**src/rtl/score_scan_ctrl.sv**
```systemverilog
// Two-player BCD score keeper with win detection and a 4-digit scan select
// for a multiplexed 7-segment display.
module score_scan_ctrl #(
  parameter int unsigned PRESCALE  = 50000,
  parameter int unsigned WIN_SCORE = 10
) (
  input  logic       clk,
  input  logic       rst_n,
  input  logic       clr,
  input  logic       p1_point,
  input  logic       p2_point,
  output logic [3:0] A,
  output logic [3:0] B,
  output logic [3:0] C,
  output logic [3:0] D,
  output logic [1:0] Sel,
  output logic       game_over,
  output logic [1:0] winner
);

  localparam logic [0:0]  ST_PLAY  = 1'b0;
  localparam logic [0:0]  ST_OVER  = 1'b1;
  localparam logic [15:0] CNT_LAST = 16'(PRESCALE - 1);
  localparam logic [6:0]  WIN      = 7'(WIN_SCORE);
  localparam bit          WIN_EN   = (WIN_SCORE != 0);

  logic [15:0] cnt_q, cnt_d;
  logic [1:0]  sel_q, sel_d;
  logic [1:0]  sync1_q, sync2_q, prev_q;
  logic [7:0]  p1_q, p1_d, p2_q, p2_d;
  logic [0:0]  state_q, state_d;
  logic [1:0]  winner_q, winner_d;
  logic        tick, inc1, inc2, hit1, hit2;

  function automatic logic [7:0] bcd_inc(input logic [7:0] v);
    if (v == 8'h99)        return v;
    else if (v[3:0] == 4'd9) return {v[7:4] + 4'd1, 4'd0};
    else                   return {v[7:4], v[3:0] + 4'd1};
  endfunction

  function automatic logic [6:0] bcd_val(input logic [7:0] v);
    return ({3'b000, v[7:4]} * 7'd10) + {3'b000, v[3:0]};
  endfunction

  assign tick = (cnt_q == CNT_LAST);
  assign inc1 = sync2_q[0] & ~prev_q[0];
  assign inc2 = sync2_q[1] & ~prev_q[1];
  assign hit1 = WIN_EN && (bcd_val(p1_q) == WIN);
  assign hit2 = WIN_EN && (bcd_val(p2_q) == WIN);

  always_comb begin
    cnt_d    = tick ? 16'd0 : cnt_q + 16'd1;
    sel_d    = tick ? sel_q + 2'd1 : sel_q;
    p1_d     = p1_q;
    p2_d     = p2_q;
    state_d  = state_q;
    winner_d = winner_q;
    if (clr) begin
      // any increment landing in this cycle is intentionally discarded
      p1_d     = 8'h00;
      p2_d     = 8'h00;
      state_d  = ST_PLAY;
      winner_d = 2'b00;
    end else if (state_q == ST_PLAY) begin
      if (hit1 || hit2) begin
        state_d  = ST_OVER;
        winner_d = {hit2, hit1};
      end else begin
        if (inc1) p1_d = bcd_inc(p1_q);
        if (inc2) p2_d = bcd_inc(p2_q);
      end
    end
  end

  always_ff @(posedge clk or negedge rst_n) begin
    if (!rst_n) begin
      cnt_q    <= 16'd0;
      sel_q    <= 2'd0;
      sync1_q  <= 2'b00;
      sync2_q  <= 2'b00;
      prev_q   <= 2'b00;
      p1_q     <= 8'h00;
      p2_q     <= 8'h00;
      state_q  <= ST_PLAY;
      winner_q <= 2'b00;
    end else begin
      cnt_q    <= cnt_d;
      sel_q    <= sel_d;
      sync1_q  <= {p2_point, p1_point};
      sync2_q  <= sync1_q;
      prev_q   <= sync2_q;
      p1_q     <= p1_d;
      p2_q     <= p2_d;
      state_q  <= state_d;
      winner_q <= winner_d;
    end
  end

  assign A         = p1_q[7:4];
  assign B         = p1_q[3:0];
  assign C         = p2_q[7:4];
  assign D         = p2_q[3:0];
  assign Sel       = sel_q;
  assign game_over = (state_q == ST_OVER);
  assign winner    = winner_q;

endmodule

```
**config.mk**
```make
export PLATFORM = sky130hd
export DESIGN_NAME = score_scan_ctrl
export DESIGN_NICKNAME = d
export VERILOG_FILES = /design/src/rtl/score_scan_ctrl.sv
export SDC_FILE = /design/constraint.sdc
export NUM_CORES = 1
export LEC_CHECK = 0
export BUFFER_PORTS_ARGS = -buffer_cell sky130_fd_sc_hd__buf_4
export CORE_ASPECT_RATIO = 1.4
export CORE_UTILIZATION = 25
export DETAILED_ROUTE_END_ITERATION = 8
export SYNTH_ARGS = -nofsm -noshare
export SYNTH_HDL_FRONTEND = slang
export SYNTH_SLANG_ARGS = --single-unit
```
**constraint.sdc**
```tcl
create_clock -name clk -period 3.5 [get_ports clk]
set_input_delay 0.175 -clock clk [delete_from_list [all_inputs] [get_ports clk]]
set_output_delay 0.175 -clock clk [all_outputs]
set_load 0.02 [all_outputs]
```
Word level (Yosys, flattened, before mapping)
Index checks and enable logic that the tools add are counted.
W data, S select, Z words.

cells by class
  divide/modulo/power cells = 0
  shift operators = 0
  multiply operators = 2
  muxes and demuxes = 19
  reduce and logical (&&, ||, !) cells = 11
  equal/unequal tests = 11
  bitwise operators = 4
  magnitude comparators = 0
  $add $sub $neg = 8

operator list
  cell                     number
  $mux W8                  12
  $add A16 B1 Y16 const B  1
  $add A4 B1 Y4 const B    4
  $eq A16 B16 Y1 const B   1
  $eq A8 B8 Y1 const B     2
  $mux W16                 1
  $add A7 B4 Y7            2
  $eq A7 B4 Y1 const B     2
  $mul A4 B3 Y6 const B    2
  $reduce_and A5 Y1        2
  $reduce_bool A2 Y1       5
  $eq A4 B4 Y1 const B     2
  $ne A2 B2 Y1 const B     4
  $reduce_and A4 Y1        2
  $mux W2                  3
  $mux W1                  3
  $add A2 B1 Y2 const B    1
  $and A1 B1 Y1            2
  $not A1 Y1               2
  $reduce_and A2 Y1        1
  $logic_or A1 B1 Y1       1

storage, ports and cells
  bits of input ports = 5
  bits in writable memories = 0
  bits in read-only memories = 0
  output and inout bits = 21
  bits in latches = 0
  word-level logic and storage cells = 66
  register bits = 43
  memories kept = 0

Depth between registers and ports, before layout
  depth after elaboration = 7
  mapped depth = 11
  gate-level depth less buffers = 10

Worst setup path before layout
No wires, ideal clock.

  kind = register to register
  from = register p2_q[5]
  to = register p2_q[7]
  clock period less this slack = 2775 ps
  buffers on the path = 0
  required time = 3422 ps
  setup time = 78 ps
  data arrival time = 2697 ps
  cell stages (with the launch flop) = 10
  slack = 725 ps
  cell sequence = dfrtp_1 > ha_1 > ha_1 > inv_1 > fa_1 > and4_4 > o211ai_2 > nand4_2 > or4_1 > a21oi_1

between the ends
  longest elaborated chain between the ends = 7
  elaborated cells on any way between the ends = 15
  classes of those cells = 2 x add/sub; 1 x mul; 4 x eq/ne; 6 x mux; 2 x reduce/logical

RTL lines
  item                                                                   line  source
  start: declaration                                                     30    logic [7:0] p1_q, p1_d, p2_q, p2_d;
  start signal: assignment                                               93    p2_q <= p2_d;
  parallel branches: the longest is 7 deep, another holds $add A7 B4 Y7  n/a

Several ways; the timed one is not identified. The select of a mux whose other input is x is not followed.
A chain may end at the register's enable or synchronous reset.

Worst setup path in the final report
Ends and elaborated chain as after synthesis.

==> flow_metrics.py <==
metrics = {
    "cts": {
        "cts_max_path_buffers": 2,
        "tritoncts_num_sinks": 43,
        "cts-buffers-inserted": 5,
        "worst_skew_pair.late_latency_ns": 0.29,
        "cts_max_level": 2,
        "clock_tree_from_tritoncts": "done",
        "gates_resized_cts_repair": 0,
        "clock-root-buffer": "clkbuf_16",
        "clkSlewWorstSetupHoldPaths_ns": 0.06,
    },
    "logic_synthesis": {
        "synth_edf_count": 0,
        "mappedNetlistArea_sq_um": 2460,
        "synthCells": 243,
        "syn_nets": 273,
        "postSynth.asyncResetShare": 1.00,
        "yosysWarnings": 0,
        "yosys_register_bits": 43,
        "synth_cell_type_count": 41,
        "synth.yosys.seq_area_share": 0.437,
        "dominant_register_cell_in_the_synthesized_netlist": "dfrtp_1",
        "syn_area_cell_sq_um": 10.1,
    },
    "flow_run": {
        "reported_max_cap_violation_count": 0,
    },
    "timing": {
        "slew_headroom": 0.623,
        "timing.fmax_ghz": 0.322,
        "grt_setup_unrepaired": "false",
        "fin_worst_hold_slack_ns": 0.219,
        "timing.final.setup_violations": 0,
        "setup_tns_ns": 0,
        "final.setup_skew_ns": 0.00500,
        "final_cycle_utilization_of_the_critical_path": 0.887,
        "tightestPinTransition_ns": 0.561,
        "hold_violations": 0,
        "final_max_slew_viol_count": 0,
        "final_period_minus_worst_setup_slack_ns": 3.10,
    },
    "power": {
        "power.density_cell_area_nw_per_um2": 340,
        "max-vdd-ir-drop_mv": 0.176,
        "power.static_leakage_nw": 1.30,
    },
    "routing": {
        "vias": 1844,
        "initialDrtViolationCount": 64,
        "post_route_drc_violation_count": 0,
        "routed_wl_um": 4790,
        "routed_via_density": 4.53,
        "firstDrtPassIters": 4,
        "detail_route.wl_per_cell_um": 11.8,
        "ant_nets": 0,
    },
    "critical_path": {
        "crit_path_start_kind": "register",
        "required_ns": 3.71,
        "worstPathMaxFanout": 16,
        "arrival_time_at_the_worst_endpoint_ns": 3.31,
        "cp-end-kind": "register",
        "timing_worst_setup_path_type": "reg2reg",
    },
    "placement": {
        "post_dp_cell_area_sq_um": 2810,
        "dpl_cells": 397,
        "place.port_buffers": 25,
        "globalplace.congestion": 0.791,
        "detailed_place_hpwl_um": 3470,
    },
    "hold_path": {
        "timing.hold.worst.class": "in2reg",
    },
    "run_status": {
        "status": "finished, final reports clean",
    },
    "finish": {
        "post_route_cells_drive_above_1_share": 0.164,
        "diodes": 0,
        "finish.cell_count_without_fillers": 407,
        "final_area_sq_um": 2980,
        "finished_core_util": 0.313,
        "area.growth.synth_to_final_pct": 21.0,
        "finalNetCount": 305,
        "final_common_cell": "dfrtp_1",
        "layout.cells.most_common_list": "dfrtp_1 (43), buf_4 (26), ha_1 (21)",
    },
    "global_route": {
        "grt_antenna_before_repair": 0,
        "grt_pass1_wl_um": 8450,
        "globalRouteOverflowTotal": 0,
        "groute.usage.overall": 0.104,
        "first_global_vias": 1814,
        "grt_start_max_net_pins": 44,
    },
    "floorplanning": {
        "core.rowCount": 42,
        "floorplan.die.height_um": 119,
        "design.core.area_sq_um": 9510,
        "initial_utilization": 0.259,
        "floorplan.die.width_um": 85.9,
        "floorplan.io_pins": 26,
        "die-area_sq_um": 10300,
    },
}
registers in the layout, indices dropped and copies added, names as in the netlist:
signal     flops
prev_q         2
game_over      1
p2_q           8
sync2_q        2
winner         2
sync1_q        2
cnt_q         16
Sel            2
p1_q           8
stage by stage:
stage	setup WS (ns)	total power [W]
after floorplan	0.725	0.000535
after global placement	0.515	0.000557
after detailed placement	0.417	0.000558
after CTS	0.407	0.00103
after global routing	0.196	0.00105
final	0.396	0.00101
cell usage after synthesis (2+ instances only):
cell,count,share of area
inv_2,2,0.0030
xnor2_1,8,0.028
nand4_1,3,0.0076
a21oi_1,17,0.035
o21ai_0,10,0.020
clkbuf_1,2,0.0030
buf_2,2,0.0041
xor2_1,11,0.039
inv_1,20,0.030
and3_4,2,0.0091
or3_1,10,0.025
fa_1,4,0.033
dfrtp_1,43,0.44
nand2b_1,7,0.018
nand3b_1,2,0.0061
nand3_1,15,0.030
nor2_1,16,0.024
o31ai_1,2,0.0061
a31oi_1,2,0.0051
ha_1,21,0.11
and3_1,2,0.0051
or4_1,5,0.015
nor2b_1,3,0.0076
mux2_2,2,0.0091
nand2_1,13,0.020
nor3_1,4,0.0081
critical path, stage by stage (launching register included):
cell	delay, ns
dfrtp_1	0.45
ha_1	0.32
ha_1	0.19
inv_1	0.06
fa_1	0.46
and4_4	0.20
o211ai_2	0.29
nand4_2	0.36
or4_1	0.56
a21oi_1	0.15
routing by layer:
metal | global-route usage | part of all wire | up-vias | wire, um
met2 | 0.167 | 0.47 | 29 | 2260
met4 | 0.0521 | 0.022 | 0 | 106
met5 | 0 | 0 | - | 0
met1 | 0.126 | 0.46 | 906 | 2190
li1 | - | - | 902 | -
met3 | 0.0305 | 0.049 | 7 | 233
report_power, final:
| part | switching [W] | internal [W] |
|---|---|---|
| sequential | 0.00000578 | 0.000503 |
| combinational | 0.0000265 | 0.0000149 |
| clock | 0.000184 | 0.000278 |
| total | 0.000216 | 0.000796 |
final timing paths:
kind	slack, ns	cells after the start	from	endpoint
setup / recovery	0.40	9	p2_q[5]	p2_q[7]
hold / removal	0.22	2	clr	p2_q[2]
setup reg to reg	0.40	9	p2_q[5]	p2_q[7]
hold reg to reg	0.35	0	sync1_q[0]	sync2_q[0]
max in group asynchronous	2.71	2	rst_n	p2_q[7]
min in group asynchronous	0.42	2	rst_n	Sel[1]
logic make-up (layout without fill, tap and decap cells):
kind of cell	after synthesis	after routing	synth area share
DFF	43	43	0.437
and+or+nand+nor	89	89	0.203
adders and majority gates	25	25	0.139
buffers and inverters	26	58	0.0407
muxes	3	3	0.0132
AOI/OAI and AO/OA	38	38	0.0996
xor gates and xnor gates	19	19	0.0676
layout make-up:
type                    count  area [sq um]
fillers                   995          6530
multi-input cells         174          1290
flip-flops and latches     43          1080
repair buffers             29           225
well taps                 132           165
clock buffers               6           139
inverters                  22          82.6
clock inverters             1          5.00
what timing repair did:
action / CTS / global route
buffers inserted: 0 / 0
hold endpoints to repair: 45 / 0
hold buffers: 3 / 0
endpoints found under the setup margin: 0 / 0
No activity file was read; power rests on OpenSTA's default activity.
